--- src/rtl/mlsu_cmd_issuer.sv ---
// mlsu_cmd_issuer: splits one decoded matrix load/store instruction into a
// stream of per-row / per-column commands toward the MLSU control machine,
// tagging each command with the 4-bit one-hot layout mode.
// Optional build macro MLSU_CMD_ISSUER_STATS_EN adds handshake/stall counters.
module mlsu_cmd_issuer #(
    parameter int unsigned ADDR_W = 32,
    parameter int unsigned DIM_W  = 8,
    parameter int unsigned LEN_W  = 2 * DIM_W
) (
    input  logic              clk_i,
    input  logic              rst_i,
    input  logic              in_valid_i,
    output logic              in_ready_o,
    input  logic              in_col_i,
    input  logic              in_trans_i,
    input  logic              in_reshape_i,
    input  logic [ADDR_W-1:0] in_base_i,
    input  logic [ADDR_W-1:0] in_stride_i,
    input  logic [DIM_W-1:0]  in_rows_i,
    input  logic [DIM_W-1:0]  in_cols_i,
    output logic              cmd_valid_o,
    input  logic              cmd_ready_i,
    output logic [3:0]        cmd_mode_o,
    output logic [ADDR_W-1:0] cmd_addr_o,
    output logic [LEN_W-1:0]  cmd_len_o,
    output logic [DIM_W-1:0]  cmd_idx_o,
    output logic              cmd_last_o,
    output logic              busy_o,
    output logic              done_o
`ifdef MLSU_CMD_ISSUER_STATS_EN
    ,
    output logic [31:0]       stat_cmds_o,
    output logic [31:0]       stat_stall_o
`endif
);

    typedef enum logic {IDLE, ISSUE} state_e;

    state_e            state_q, state_d;
    logic [3:0]        mode_q, mode_d;
    logic [ADDR_W-1:0] addr_q, addr_d;
    logic [ADDR_W-1:0] stride_q, stride_d;
    logic [LEN_W-1:0]  len_q, len_d;
    logic [DIM_W-1:0]  idx_q, idx_d;
    logic [DIM_W-1:0]  nlast_q, nlast_d;
    logic              done_q, done_d;

    logic [3:0]        acc_mode;
    logic [LEN_W-1:0]  acc_len;
    logic [DIM_W-1:0]  acc_n;
    logic              acc_zero;
    logic              is_last;

    // Decode the incoming instruction: priority-encoded mode, command count and length
    always_comb begin
        acc_mode = 4'b0001;
        acc_n    = in_rows_i;
        acc_len  = LEN_W'(in_cols_i);
        acc_zero = (in_rows_i == '0) || (in_cols_i == '0);
        if (in_reshape_i) begin
            acc_mode = 4'b1000;
            acc_n    = DIM_W'(1);
            acc_len  = LEN_W'(in_rows_i) * LEN_W'(in_cols_i);
        end else if (in_trans_i) begin
            acc_mode = 4'b0100;
        end else if (in_col_i) begin
            acc_mode = 4'b0010;
            acc_n    = in_cols_i;
            acc_len  = LEN_W'(in_rows_i);
        end
    end

    assign is_last = (idx_q == nlast_q);

    // Next-state logic: accept in IDLE, step address/index per command handshake in ISSUE
    always_comb begin
        state_d  = state_q;
        mode_d   = mode_q;
        addr_d   = addr_q;
        stride_d = stride_q;
        len_d    = len_q;
        idx_d    = idx_q;
        nlast_d  = nlast_q;
        done_d   = 1'b0;
        case (state_q)
            IDLE: begin
                if (in_valid_i) begin
                    mode_d   = acc_mode;
                    addr_d   = in_base_i;
                    stride_d = in_stride_i;
                    len_d    = acc_len;
                    idx_d    = '0;
                    nlast_d  = acc_n - DIM_W'(1);
                    if (acc_zero) begin
                        done_d = 1'b1;
                    end else begin
                        state_d = ISSUE;
                    end
                end
            end
            ISSUE: begin
                if (cmd_ready_i) begin
                    if (is_last) begin
                        state_d = IDLE;
                        done_d  = 1'b1;
                    end else begin
                        idx_d  = idx_q + DIM_W'(1);
                        addr_d = addr_q + stride_q;
                    end
                end
            end
            default: state_d = IDLE;
        endcase
    end

    // State and datapath registers
    always_ff @(posedge clk_i) begin
        if (rst_i) begin
            state_q  <= IDLE;
            mode_q   <= '0;
            addr_q   <= '0;
            stride_q <= '0;
            len_q    <= '0;
            idx_q    <= '0;
            nlast_q  <= '0;
            done_q   <= 1'b0;
        end else begin
            state_q  <= state_d;
            mode_q   <= mode_d;
            addr_q   <= addr_d;
            stride_q <= stride_d;
            len_q    <= len_d;
            idx_q    <= idx_d;
            nlast_q  <= nlast_d;
            done_q   <= done_d;
        end
    end

    assign in_ready_o  = (state_q == IDLE);
    assign cmd_valid_o = (state_q == ISSUE);
    assign busy_o      = (state_q == ISSUE);
    // idx==nlast also holds after reset, so last is qualified by ISSUE
    assign cmd_last_o  = (state_q == ISSUE) && is_last;
    assign cmd_mode_o  = mode_q;
    assign cmd_addr_o  = addr_q;
    assign cmd_len_o   = len_q;
    assign cmd_idx_o   = idx_q;
    assign done_o      = done_q;

`ifdef MLSU_CMD_ISSUER_STATS_EN
    logic [31:0] stat_cmds_q, stat_stall_q;

    // Saturating counters of command handshakes and stalled command cycles
    always_ff @(posedge clk_i) begin
        if (rst_i) begin
            stat_cmds_q  <= '0;
            stat_stall_q <= '0;
        end else begin
            if (cmd_valid_o && cmd_ready_i && (stat_cmds_q != '1)) begin
                stat_cmds_q <= stat_cmds_q + 32'd1;
            end
            if (cmd_valid_o && !cmd_ready_i && (stat_stall_q != '1)) begin
                stat_stall_q <= stat_stall_q + 32'd1;
            end
        end
    end

    assign stat_cmds_o  = stat_cmds_q;
    assign stat_stall_o = stat_stall_q;
`endif

endmodule
--- config.mk ---
export PLATFORM = sky130hd
export DESIGN_NAME = mlsu_cmd_issuer
export DESIGN_NICKNAME = d
export VERILOG_FILES = /design/src/rtl/mlsu_cmd_issuer.sv
export SDC_FILE = /design/constraint.sdc
export NUM_CORES = 1
export LEC_CHECK = 0
export ABC_AREA = 0
export BUFFER_PORTS_ARGS = -buffer_cell sky130_fd_sc_hd__buf_2
export CORE_ASPECT_RATIO = 0.6
export CORE_MARGIN = 2
export CORE_UTILIZATION = 45
export DETAILED_ROUTE_END_ITERATION = 6
export PLACE_DENSITY = 0.76
export SETUP_SLACK_MARGIN = 0.5
export SYNTH_ARGS = -nofsm -noshare
export SYNTH_HDL_FRONTEND = slang
export SYNTH_SLANG_ARGS = --single-unit
--- constraint.sdc ---
create_clock -name clk_i -period 10.1 [get_ports clk_i]
set_clock_uncertainty 0.05 [all_clocks]
set_input_delay 1.01 -clock clk_i [delete_from_list [all_inputs] [get_ports clk_i]]
set_output_delay 1.01 -clock clk_i [all_outputs]
set_load 0.03 [all_outputs]
==> flow_summary.ini <==
[setup_path]
cp.required_ns = 10.29
cp_max_fo = 11
start_kind = input port
crit_chain = buf_2, and2_1, fa_1, fa_1, inv_1, fa_1, fa_1, inv_1, ha_1, inv_1, o21bai_1, a21o_1, a31o_2, a41oi_1, nor2b_1, xnor2_1, a22o_1
cp-end-kind = flop
cp-startpoint = in_cols_i[4]
endpoint = cmd_len_o[13]
critPathKind = in -> reg
crit_slowest_cell = fa_1
worstReg2RegStart = busy_o
slowest_delay_ns = 0.56
cpMostUsedCell = fa_1
r2r_end = cmd_idx_o[7]
crit_arrival_ns = 5.18
reg2regPathDepth = 5
ff2ff_setup_slack_ns = 6.76

[floorplanning]
initial_core_util_pct = 46.2
core_region_area_um2 = 17200
num_rows = 37
die_area_um2 = 18800
ios = 152
die-height_um = 107
die_w_um = 176

[synth]
syn_inst = 990
yosysSeqAreaShare_pct = 25.7
synth_edf_count = 0
synth_area_um2 = 7950
ys_seq_elements = 102
synth_area_per_cell_um2 = 8.03
synthDistinctLibCells = 59
synthArstFlopShare_pct = 0
ys.warnings.count = 0
syn-num-nets = 1183
synthFlopType = dfxtp_1

[drt]
ant_nets = 0
wl_per_cell_um = 16.7
vias_per_cell = 5.49
first_pass_iters = 7
finalWirelength_mm = 22.3
drc = 10
num_vias = 7344
drt-initial-drc-count = 598

[place]
placed_area_um2 = 8820
routabilityCongestion = 0.943
dp_hpwl_mm = 17.1
port_buffers = 151
placedCellCount = 1321

[cells_and_area]
finish.utilization_pct = 52.9
final_nets = 1291
area_growth_pct = 14.7
fin_area_um2 = 9110
num-fill-cells = 1668
stdcell_count = 1337
drive_above_1_share_pct = 17.0
diodes = 0

[status]
status = complete, but fails checks
failed_checks = DRC

[power_and_ir_drop]
p_leak_nw = 4.24
vdd_ir_drop_max_uv = 67.7
finalPower_mw = 1.44
p_per_area_nw_per_um2 = 158

[clock_network]
root_buffer = clkbuf_16
clock_latency_ns = 0.34
cts_hold_buf = 0
clockBufferDepth = 2
cts_setup_buffers = 0
cts_tree = built
post_cts_resized = 0
clkSlewWorstSetupHoldPaths_ns = 0.07
cts_made_buffers = 9
cts.sinks = 102
cts_max_level = 3

[timing]
setup_viol = 0
slew_violations = 0
post-route-period-util_pct = 49.4
rsz0062_at_grt = no
tightest_slew_ns = 1.22
hold_viol = 0
min_period_ns = 4.99
setup-tns-final_ns = 0
fmax_ghz = 0.200
max_slew_margin_pct = 18.1

[grt]
globalRouteTotalUtil_pct = 23.6
grt_pass1_vias = 6599
antenna_found_initial = 0
overflow = 0
grt_pass1_wl_mm = 35.4
grt_max_degree = 79

[min_path]
min_path_type = reg -> reg

[run]
cap_violations = 0
[through the flow]
| stage | hold WS, ns | setup WS, ns |
|---|---|---|
| 2_1_floorplan | 0.390 | 5.00 |
| 3_3_place_gp | 0.390 | 4.87 |
| 3_5_place_dp | 0.398 | 4.76 |
| 4_1_cts | 0.412 | 5.14 |
| 5_1_grt | 0.431 | 4.93 |
| 6_report | 0.405 | 5.11 |
[per-layer routing]
metal	GRT usage (%)	vias up	routed length (um)
met5	0	-	0
met1	38.4	3426	11800
met4	3.72	0	239
met3	4.54	19	1730
li1	-	3640	-
met2	31.9	259	8530
[Yosys cell counts, types with 5 or more instances]
cell type  count  area [um^2]
a21o_1        22          165
buf_1          6         22.5
clkbuf_1      46          173
a21oi_1      105          526
ha_1          69          863
nor3_1        22          110
xnor2_1       36          315
o21ai_0       25          125
buf_2          5         25.0
nand2_1      129          484
nor2_1        71          267
mux2i_1       14          140
xor2_1        18          158
nor2b_1        7         43.8
fa_1          37          741
a221o_1        5         50.1
o21ai_1        7         35.0
inv_1         66          248
a211oi_1      30          225
or3_1          9         56.3
and3_1         5         31.3
dfxtp_1      102         2040
and2_1        51          319
nand3_1       14         70.1
a22o_1        10         87.6
a31oi_1        7         43.8
a22oi_1        9         67.6
nand4_1        6         37.5
[layout by cell type, fill, tap and decap left out, types with 4 or more instances in the layout]
| cell | Yosys | final |
|---|---|---|
| buf_2 | 5 | 151 |
| nand2_1 | 129 | 128 |
| a21oi_1 | 105 | 105 |
| dfxtp_1 | 102 | 101 |
| nor2_1 | 71 | 71 |
| ha_1 | 69 | 69 |
| inv_1 | 66 | 66 |
| and2_1 | 51 | 51 |
| fa_1 | 37 | 37 |
| xnor2_1 | 36 | 36 |
| a211oi_1 | 30 | 30 |
| o21ai_0 | 25 | 24 |
| nor3_1 | 22 | 22 |
| a21o_1 | 22 | 22 |
| xor2_1 | 18 | 18 |
| nand3_1 | 14 | 14 |
| mux2i_1 | 14 | 14 |
| a22o_1 | 10 | 10 |
| a22oi_1 | 9 | 9 |
| or3_1 | 9 | 9 |
| clkbuf_16 | 0 | 9 |
| a31oi_1 | 7 | 7 |
| o21ai_1 | 7 | 7 |
| nand4_1 | 6 | 6 |
| nor2b_1 | 7 | 6 |
| and3_1 | 5 | 5 |
| a221o_1 | 5 | 5 |
| a221oi_1 | 4 | 4 |
| nand2b_1 | 4 | 4 |
| o21a_1 | 4 | 4 |
| o31ai_1 | 4 | 4 |
| buf_4 | 1 | 4 |
[kinds of logic (layout without fill, tap and decap cells)]
| family | count (synthesis) | count (layout) | synth area share [%] |
|---|---|---|---|
| AND/OR/NAND/NOR | 328 | 328 | 19.1 |
| multiplexers | 15 | 15 | 1.90 |
| AO/OA/AOI/OAI | 260 | 260 | 21.2 |
| XOR/XNOR | 54 | 54 | 5.95 |
| flip-flops | 102 | 102 | 25.7 |
| buffers and inverters | 125 | 238 | 6.03 |
| adder cells (fa/ha/maj) | 106 | 106 | 20.2 |
[where the power goes]
part           internal (mW)  switching, mW  total, mW
registers              0.439         0.0330      0.472
logic                  0.249          0.382      0.631
clock network          0.173          0.167      0.340
total                  0.861          0.582       1.44
[flip-flops by register name, summed over array words and instances (netlist names)]
name and flops:
cmd_len_o 16, done_o 1, cmd_idx_o 8, nlast_q 8
cmd_mode_o 4, busy_o 1, stride_q 32, cmd_addr_o 32
[worst min path at each step]
stage	from	endpoint	slack, ns	depth (start not counted)
2_1_floorplan	stride_q[0]	stride_q[0]	0.39	2
3_3_place_gp	cmd_mode_o[3]	cmd_mode_o[3]	0.39	1
3_5_place_dp	cmd_mode_o[3]	cmd_mode_o[3]	0.40	1
4_1_cts	cmd_mode_o[2]	cmd_mode_o[2]	0.41	2
5_1_grt	stride_q[8]	stride_q[8]	0.43	2
6_report	cmd_mode_o[3]	cmd_mode_o[3]	0.41	1
[final cells by class]
| type | count | area [um^2] | area share, % |
|---|---|---|---|
| clock buffers | 9 | 225 | 2.47 |
| multi-input cells | 763 | 5450 | 59.8 |
| clock inverters | 7 | 66.3 | 0.728 |
| flip-flops and latches | 102 | 2040 | 22.4 |
| well taps | 234 | 293 | 3.21 |
| inverters | 67 | 251 | 2.76 |
| repair buffers | 155 | 786 | 8.62 |
[worst max-delay path: cells and delay by family]
family | cells | cell delay [ns]
xor+xnor | 1 | 0.08
compound gates | 5 | 1.00
simple gates | 2 | 0.39
buf+inv | 4 | 0.33
fa+ha+maj | 5 | 2.36
No activity file was read; power rests on OpenSTA's default activity.
